==> src/rtl/imem_loader.sv <==
// Streams a program, high byte first, into the instruction memory write port and holds the CPU until DEPTH words are written.
// Optional trailing XOR checksum byte is enabled by defining IMEM_LOADER_CHECKSUM_EN.
module imem_loader #(
   parameter int ADDR_W = 4,
   parameter int DATA_W = 16,
   parameter int DEPTH  = 16
) (
   input  logic              clk,
   input  logic              rst,
   input  logic              start,
   input  logic              abort,
   input  logic [7:0]        byte_in,
   input  logic              byte_valid,
   output logic              byte_ready,
   output logic              imem_we,
   output logic [ADDR_W-1:0] imem_waddr,
   output logic [DATA_W-1:0] imem_wdata,
   output logic              cpu_hold,
   output logic              busy,
   output logic              done,
   output logic [ADDR_W:0]   word_count,
   output logic              chk_err
);

`ifdef IMEM_LOADER_CHECKSUM_EN
   typedef enum logic [2:0] {IDLE, HI, LO, WRITE, DONE, CHECK} state_t;
   logic [7:0] xor_q;
   logic       chk_err_q;
`else
   typedef enum logic [2:0] {IDLE, HI, LO, WRITE, DONE} state_t;
`endif

   localparam logic [ADDR_W-1:0] LAST_ADDR = ADDR_W'(DEPTH - 1);

   state_t              state_q;
   logic [7:0]          hi_q;
   logic                ready_q;
   logic                we_q;
   logic [ADDR_W-1:0]   waddr_q;
   logic [DATA_W-1:0]   wdata_q;
   logic                hold_q;
   logic                busy_q;
   logic                done_q;
   logic [ADDR_W:0]     count_q;

   always_ff @(posedge clk) begin
      if (rst) begin
         state_q <= IDLE;
         hi_q    <= '0;
         ready_q <= 1'b0;
         we_q    <= 1'b0;
         waddr_q <= '0;
         wdata_q <= '0;
         hold_q  <= 1'b0;
         busy_q  <= 1'b0;
         done_q  <= 1'b0;
         count_q <= '0;
`ifdef IMEM_LOADER_CHECKSUM_EN
         xor_q     <= '0;
         chk_err_q <= 1'b0;
`endif
      end else begin
         we_q <= 1'b0;
         case (state_q)
            IDLE, DONE: begin
               // start beats abort here: abort only means something inside a session
               if (start) begin
                  state_q <= HI;
                  ready_q <= 1'b1;
                  waddr_q <= '0;
                  count_q <= '0;
                  done_q  <= 1'b0;
                  hold_q  <= 1'b1;
                  busy_q  <= 1'b1;
`ifdef IMEM_LOADER_CHECKSUM_EN
                  xor_q     <= '0;
                  chk_err_q <= 1'b0;
`endif
               end
            end
            HI: begin
               if (abort) begin
                  state_q <= IDLE;
                  ready_q <= 1'b0;
                  hold_q  <= 1'b0;
                  busy_q  <= 1'b0;
                  done_q  <= 1'b0;
               end else if (byte_valid && ready_q) begin
                  hi_q    <= byte_in;
                  state_q <= LO;
`ifdef IMEM_LOADER_CHECKSUM_EN
                  xor_q <= xor_q ^ byte_in;
`endif
               end
            end
            LO: begin
               if (abort) begin
                  state_q <= IDLE;
                  ready_q <= 1'b0;
                  hold_q  <= 1'b0;
                  busy_q  <= 1'b0;
                  done_q  <= 1'b0;
               end else if (byte_valid && ready_q) begin
                  wdata_q <= {hi_q, byte_in};
                  we_q    <= 1'b1;
                  ready_q <= 1'b0;
                  state_q <= WRITE;
`ifdef IMEM_LOADER_CHECKSUM_EN
                  xor_q <= xor_q ^ byte_in;
`endif
               end
            end
            WRITE: begin
               // the strobe is already out this cycle, so an abort only redirects what follows
               count_q <= count_q + (ADDR_W+1)'(1);
               if (abort) begin
                  state_q <= IDLE;
                  hold_q  <= 1'b0;
                  busy_q  <= 1'b0;
                  done_q  <= 1'b0;
               end else if (waddr_q == LAST_ADDR) begin
`ifdef IMEM_LOADER_CHECKSUM_EN
                  state_q <= CHECK;
                  ready_q <= 1'b1;
`else
                  state_q <= DONE;
                  hold_q  <= 1'b0;
                  busy_q  <= 1'b0;
                  done_q  <= 1'b1;
`endif
               end else begin
                  waddr_q <= waddr_q + ADDR_W'(1);
                  ready_q <= 1'b1;
                  state_q <= HI;
               end
            end
`ifdef IMEM_LOADER_CHECKSUM_EN
            CHECK: begin
               if (abort) begin
                  state_q <= IDLE;
                  ready_q <= 1'b0;
                  hold_q  <= 1'b0;
                  busy_q  <= 1'b0;
                  done_q  <= 1'b0;
               end else if (byte_valid && ready_q) begin
                  chk_err_q <= (byte_in != xor_q);
                  state_q   <= DONE;
                  ready_q   <= 1'b0;
                  hold_q    <= 1'b0;
                  busy_q    <= 1'b0;
                  done_q    <= 1'b1;
               end
            end
`endif
            default: begin
               state_q <= IDLE;
               ready_q <= 1'b0;
               hold_q  <= 1'b0;
               busy_q  <= 1'b0;
            end
         endcase
      end
   end

   assign byte_ready = ready_q;
   assign imem_we    = we_q;
   assign imem_waddr = waddr_q;
   assign imem_wdata = wdata_q;
   assign cpu_hold   = hold_q;
   assign busy       = busy_q;
   assign done       = done_q;
   assign word_count = count_q;
`ifdef IMEM_LOADER_CHECKSUM_EN
   assign chk_err    = chk_err_q;
`else
   assign chk_err    = 1'b0;
`endif

endmodule

==> config.mk <==
export PLATFORM = sky130hd
export DESIGN_NAME = imem_loader
export DESIGN_NICKNAME = d
export VERILOG_FILES = /design/src/rtl/imem_loader.sv
export SDC_FILE = /design/constraint.sdc
export NUM_CORES = 1
export LEC_CHECK = 0
export CAP_MARGIN = 15
export CELL_PAD_IN_SITES_DETAIL_PLACEMENT = 1
export CELL_PAD_IN_SITES_GLOBAL_PLACEMENT = 2
export CORE_MARGIN = 2
export CORE_UTILIZATION = 28
export DETAILED_ROUTE_END_ITERATION = 10
export GPL_TIMING_DRIVEN = 1
export MAX_ROUTING_LAYER = met4
export PLACE_DENSITY = 0.82
export SYNTH_ARGS = -nofsm -noshare
export SYNTH_HDL_FRONTEND = slang
export SYNTH_SLANG_ARGS = --single-unit
export TNS_END_PERCENT = 5
==> constraint.sdc <==
create_clock -name clk -period 2.3 [get_ports clk]
set_input_delay 0.69 -clock clk [delete_from_list [all_inputs] [get_ports clk]]
set_output_delay 0.69 -clock clk [all_outputs]
set_load 0.02 [all_outputs]
==> results by stage <==
Timing:
- The worst pin sits at a relative slew slack of 66.45%.
- The number of pins with negative max-slew slack in the final report is 0.
- Setup total negative slack on the finished layout was measured at 0 ps.
- Across the routed clock network, the largest skew measured is 4.521 ps.
- In the finished design, the share of the clock period the worst path needs comes to 90.02%.
- The maximum clock rate is 0.4830 GHz.
- The slew at the pin closest to its max-slew limit is 502.6 ps.
- Setup violations remaining at the end of the flow were counted as 0.
- The worst path in the final design needs a cycle of 2070 ps, including I/O delays and setup.
- Setup repair after global routing left no endpoint under its margin.
- The final-report hold violation count was 0.
- The worst hold slack after final layout is 457.8 ps.

Setup path:
- The signal on the critical path passes through clkdlybuf4s50_1.
- The worst setup path is launched from a flip-flop.
- On the critical path, the stage with the largest delay is an instance of sky130_fd_sc_hd__clkdlybuf4s50_1.
- The largest fanout on the critical path is 6.
- The kind of cell with the highest combined delay along the critical path is buffers and inverters.
- The path type of the worst setup path is flip-flop to primary output.
- The number of buffers and inverters on the critical path is 1.
- At the worst endpoint, the arrival time is 1380 ps.
- Data on the critical path is required at its endpoint by 1610 ps.
- The kind of end point of the critical path is a primary output.
- The largest single stage delay on the critical path is 650 ps.

Clock tree:
- The largest buffer count on any clock path is 2.
- The TritonCTS clock tree is built.
- The number of hold buffers added after CTS is 0.
- The clock net in this run drives a total of 40 sinks.
- In this run the number of H-tree levels came out at 2.
- Buffers added to address setup during post-CTS repair amount to 0.
- The number of buffers created by CTS is 5.
- After clock tree synthesis, the repair step resized 0 gates.
- The clock slew seen by the registers of the worst setup and hold paths is 80 ps.
- The clock latency reported for the late side of the worst-skew pair is 290 ps.
- The tree is rooted in a sky130_fd_sc_hd__clkbuf_8.

Finish:
- The area growth from synthesis to layout is 39.69%.
- Cells with a size suffix above 1 make up 10.04% of the layout.
- The register area is 800.8 um^2.
- After the last flow step, the layout net total stands at 253.
- The antenna diode count is 0.
- Once layout is complete, the cells apart from fillers number 314.
- The filler cell count is 687.
- The area of combinational cells with multiple inputs is 808.3 um^2.

Floorplanning:
- The number of standard-cell rows in the floorplan is 28.
- The overall die area is 6637 um^2.
- The height of the die is 81.47 um.
- The top-level port count is 44.
- The initial utilization of the core area, before any placement, comes to 28.72%.
- In this run the standard cell core region covers 5851 um^2.
- The floorplan die width is 81.47 um.

GRT:
- The first global-routing pass estimated 6844 um of wire.
- Entering global routing, the biggest net connects 29 pins.
- The initial antenna violation count is 0.
- The overall routing resource usage is 13.75%.
- The number of global-route vias before repair is 1,434.
- For this run the aggregate overflow at the end of global routing stands at 0.

Detailed routing:
- Dividing the detail-routed wire length by the instance count gives 13.15 um.
- In the routed layout, each cell is associated on average with a via count of 4.678.
- The remaining routing DRC violations is 0.
- The sum of routed wire length over all layers is 4128 um.
- Summing over every cut layer, the via total after detailed routing is 1,469.
- The count of nets left with antenna violations once routing finished came out at 0.
- The first detailed-routing pass ran for 3 iterations.
- After the first detailed-routing iteration, the DRC count stood at 42.

Logic synthesis:
- Summed over its instances, the top area cell type makes up 47.65% of the synthesized netlist area.
- The cell type contributing the most total cell area after synthesis is sky130_fd_sc_hd__dfxtp_1.
- The netlist area before placement is 1680 um^2.
- Dividing the synthesized area by the synthesized cell count gives 8.752 um^2.
- The most used flip-flop cell after synthesis is sky130_fd_sc_hd__dfxtp_1.
- The gate count of the mapped netlist is 192.
- The total nets after synthesis is 207.
- After synthesis, the netlist uses 37 different library cells.
- Of all flip-flops after synthesis, the portion carrying an async set or reset was 0%.
- By area the synthesized netlist is led by sky130_fd_sc_hd__dfxtp_1 (48%), sky130_fd_sc_hd__nand2_1 (7.8%), sky130_fd_sc_hd__a21oi_1 (7.1%), sky130_fd_sc_hd__mux2i_1 (6.0%), sky130_fd_sc_hd__nor2_1 (4.5%).
- The number of enable-type register cells in the synthesized netlist is 0.
- The most instantiated library cell after synthesis is sky130_fd_sc_hd__dfxtp_1.
- Sequential elements use 47.65% of the synthesized area.
- Counting flops and latches in the post-synthesis netlist gives 40.
- The commonest cells after synthesis are sky130_fd_sc_hd__dfxtp_1 (40), sky130_fd_sc_hd__nand2_1 (35), sky130_fd_sc_hd__a21oi_1 (24), sky130_fd_sc_hd__nor2_1 (20), sky130_fd_sc_hd__mux2i_1 (10).
- The warning count from the yosys run is 0.

Placement:
- Routability-driven placement finished with a final weighted congestion of 0.7989.
- Input and output buffers added on the ports amount to 42.
- The total half-perimeter wirelength after legalization and detailed placement is 3029 um.
- Once placement completed, the tool counted placed cells totaling 306.

Power:
- The leakage dissipation is 0.8403 nW.
- The power density of the placed cells is 616.8 nW/um^2.
- The peak supply drop is 0.3057 mV.

Run status:
- The run finished with clean final reports.

Flow run:
- The total of max-cap violations is 0.

Hold path:
- The type of the most critical hold path is flip-flop to flip-flop.
==> metal layers <==
layer	GRT usage [%]	routed length [um]	vias to the layer above
li1	-	-	756
met1	18.60	2064	684
met2	20.41	1871	24
met3	3.956	154	5
met4	3.051	37	0
met5	-	0	-
==> cell type report <==
cell class | count | area share (%)
Multi-Input combinational cell | 137 | 34.43
Sequential cell | 40 | 34.12
Timing Repair Buffer | 52 | 22.17
Tap cell | 75 | 3.998
Clock buffer | 5 | 2.932
Clock inverter | 3 | 2.026
Inverter | 2 | 0.3198
==> power breakdown <==
part           total (mW)  switching (mW)  internal, mW
Sequential          0.721          0.0190         0.702
Combinational       0.141          0.0687        0.0722
Clock               0.585           0.259         0.327
==> state kept, by name, indices dropped and copies added, names as in the netlist <==
name	count
busy	1
byte_ready	1
done	1
hi_q	8
imem_waddr	4
imem_wdata	16
imem_we	1
state_q	3
word_count	5
==> worst paths after layout <==
check / startpoint / endpoint / slack, ps / depth (start not counted)
worst max-delay path: byte_ready$_SDFFE_PP0P_ / byte_ready / 230 / 1
worst min-delay path: imem_wdata[13]$_SDFFE_PP0P_ / imem_wdata[13]$_SDFFE_PP0P_ / 460 / 2
worst max register to register: state_q[0]$_SDFFE_PP0P_ / imem_waddr[3]$_SDFFE_PP0P_ / 550 / 4
worst min register to register: imem_wdata[13]$_SDFFE_PP0P_ / imem_wdata[13]$_SDFFE_PP0P_ / 460 / 2
==> metrics by stage <==
step | area, um^2 | util (%) | power [mW] | worst slack [ps]
after floorplan | 1680 | - | 0.8149 | 434.7
after global placement | 2231 | 38.13 | 0.8795 | 41.57
after detailed placement | 2231 | 38.13 | 0.8808 | 17.65
after CTS | 2347 | 40.12 | 1.477 | 214.2
after global routing | 2347 | 40.12 | 1.520 | 159.1
final | 2347 | 40.12 | 1.448 | 229.6
==> layout by cell type, fill, tap and decap left out, types with 2 or more instances in the layout <==
master	instances
sky130_fd_sc_hd__and2_1	3
sky130_fd_sc_hd__buf_12	2
sky130_fd_sc_hd__nor2b_1	2
sky130_fd_sc_hd__or3_1	4
sky130_fd_sc_hd__nand2_1	35
sky130_fd_sc_hd__clkinv_4	2
sky130_fd_sc_hd__a211oi_1	3
sky130_fd_sc_hd__nand3_1	4
sky130_fd_sc_hd__dfxtp_1	40
sky130_fd_sc_hd__clkbuf_8	5
sky130_fd_sc_hd__nand2b_1	3
sky130_fd_sc_hd__clkdlybuf4s50_1	42
sky130_fd_sc_hd__o21ai_0	4
sky130_fd_sc_hd__mux2i_1	10
sky130_fd_sc_hd__nor2_1	20
sky130_fd_sc_hd__ha_1	2
sky130_fd_sc_hd__inv_1	2
sky130_fd_sc_hd__o211ai_1	2
sky130_fd_sc_hd__buf_4	8
sky130_fd_sc_hd__nand4_1	2
sky130_fd_sc_hd__a21oi_1	24
sky130_fd_sc_hd__a41oi_1	2
==> cell families after synthesis <==
group | after synthesis | share of synthesized area (%)
compound gates | 42 | 15.56
flops | 40 | 47.65
simple gates | 80 | 23.68
fa+ha+maj | 2 | 1.489
other cells | 1 | 0.2232
buf+inv | 15 | 4.244
mux | 11 | 6.627
xor+xnor | 1 | 0.5213
(Power assumes the default switching activity.)
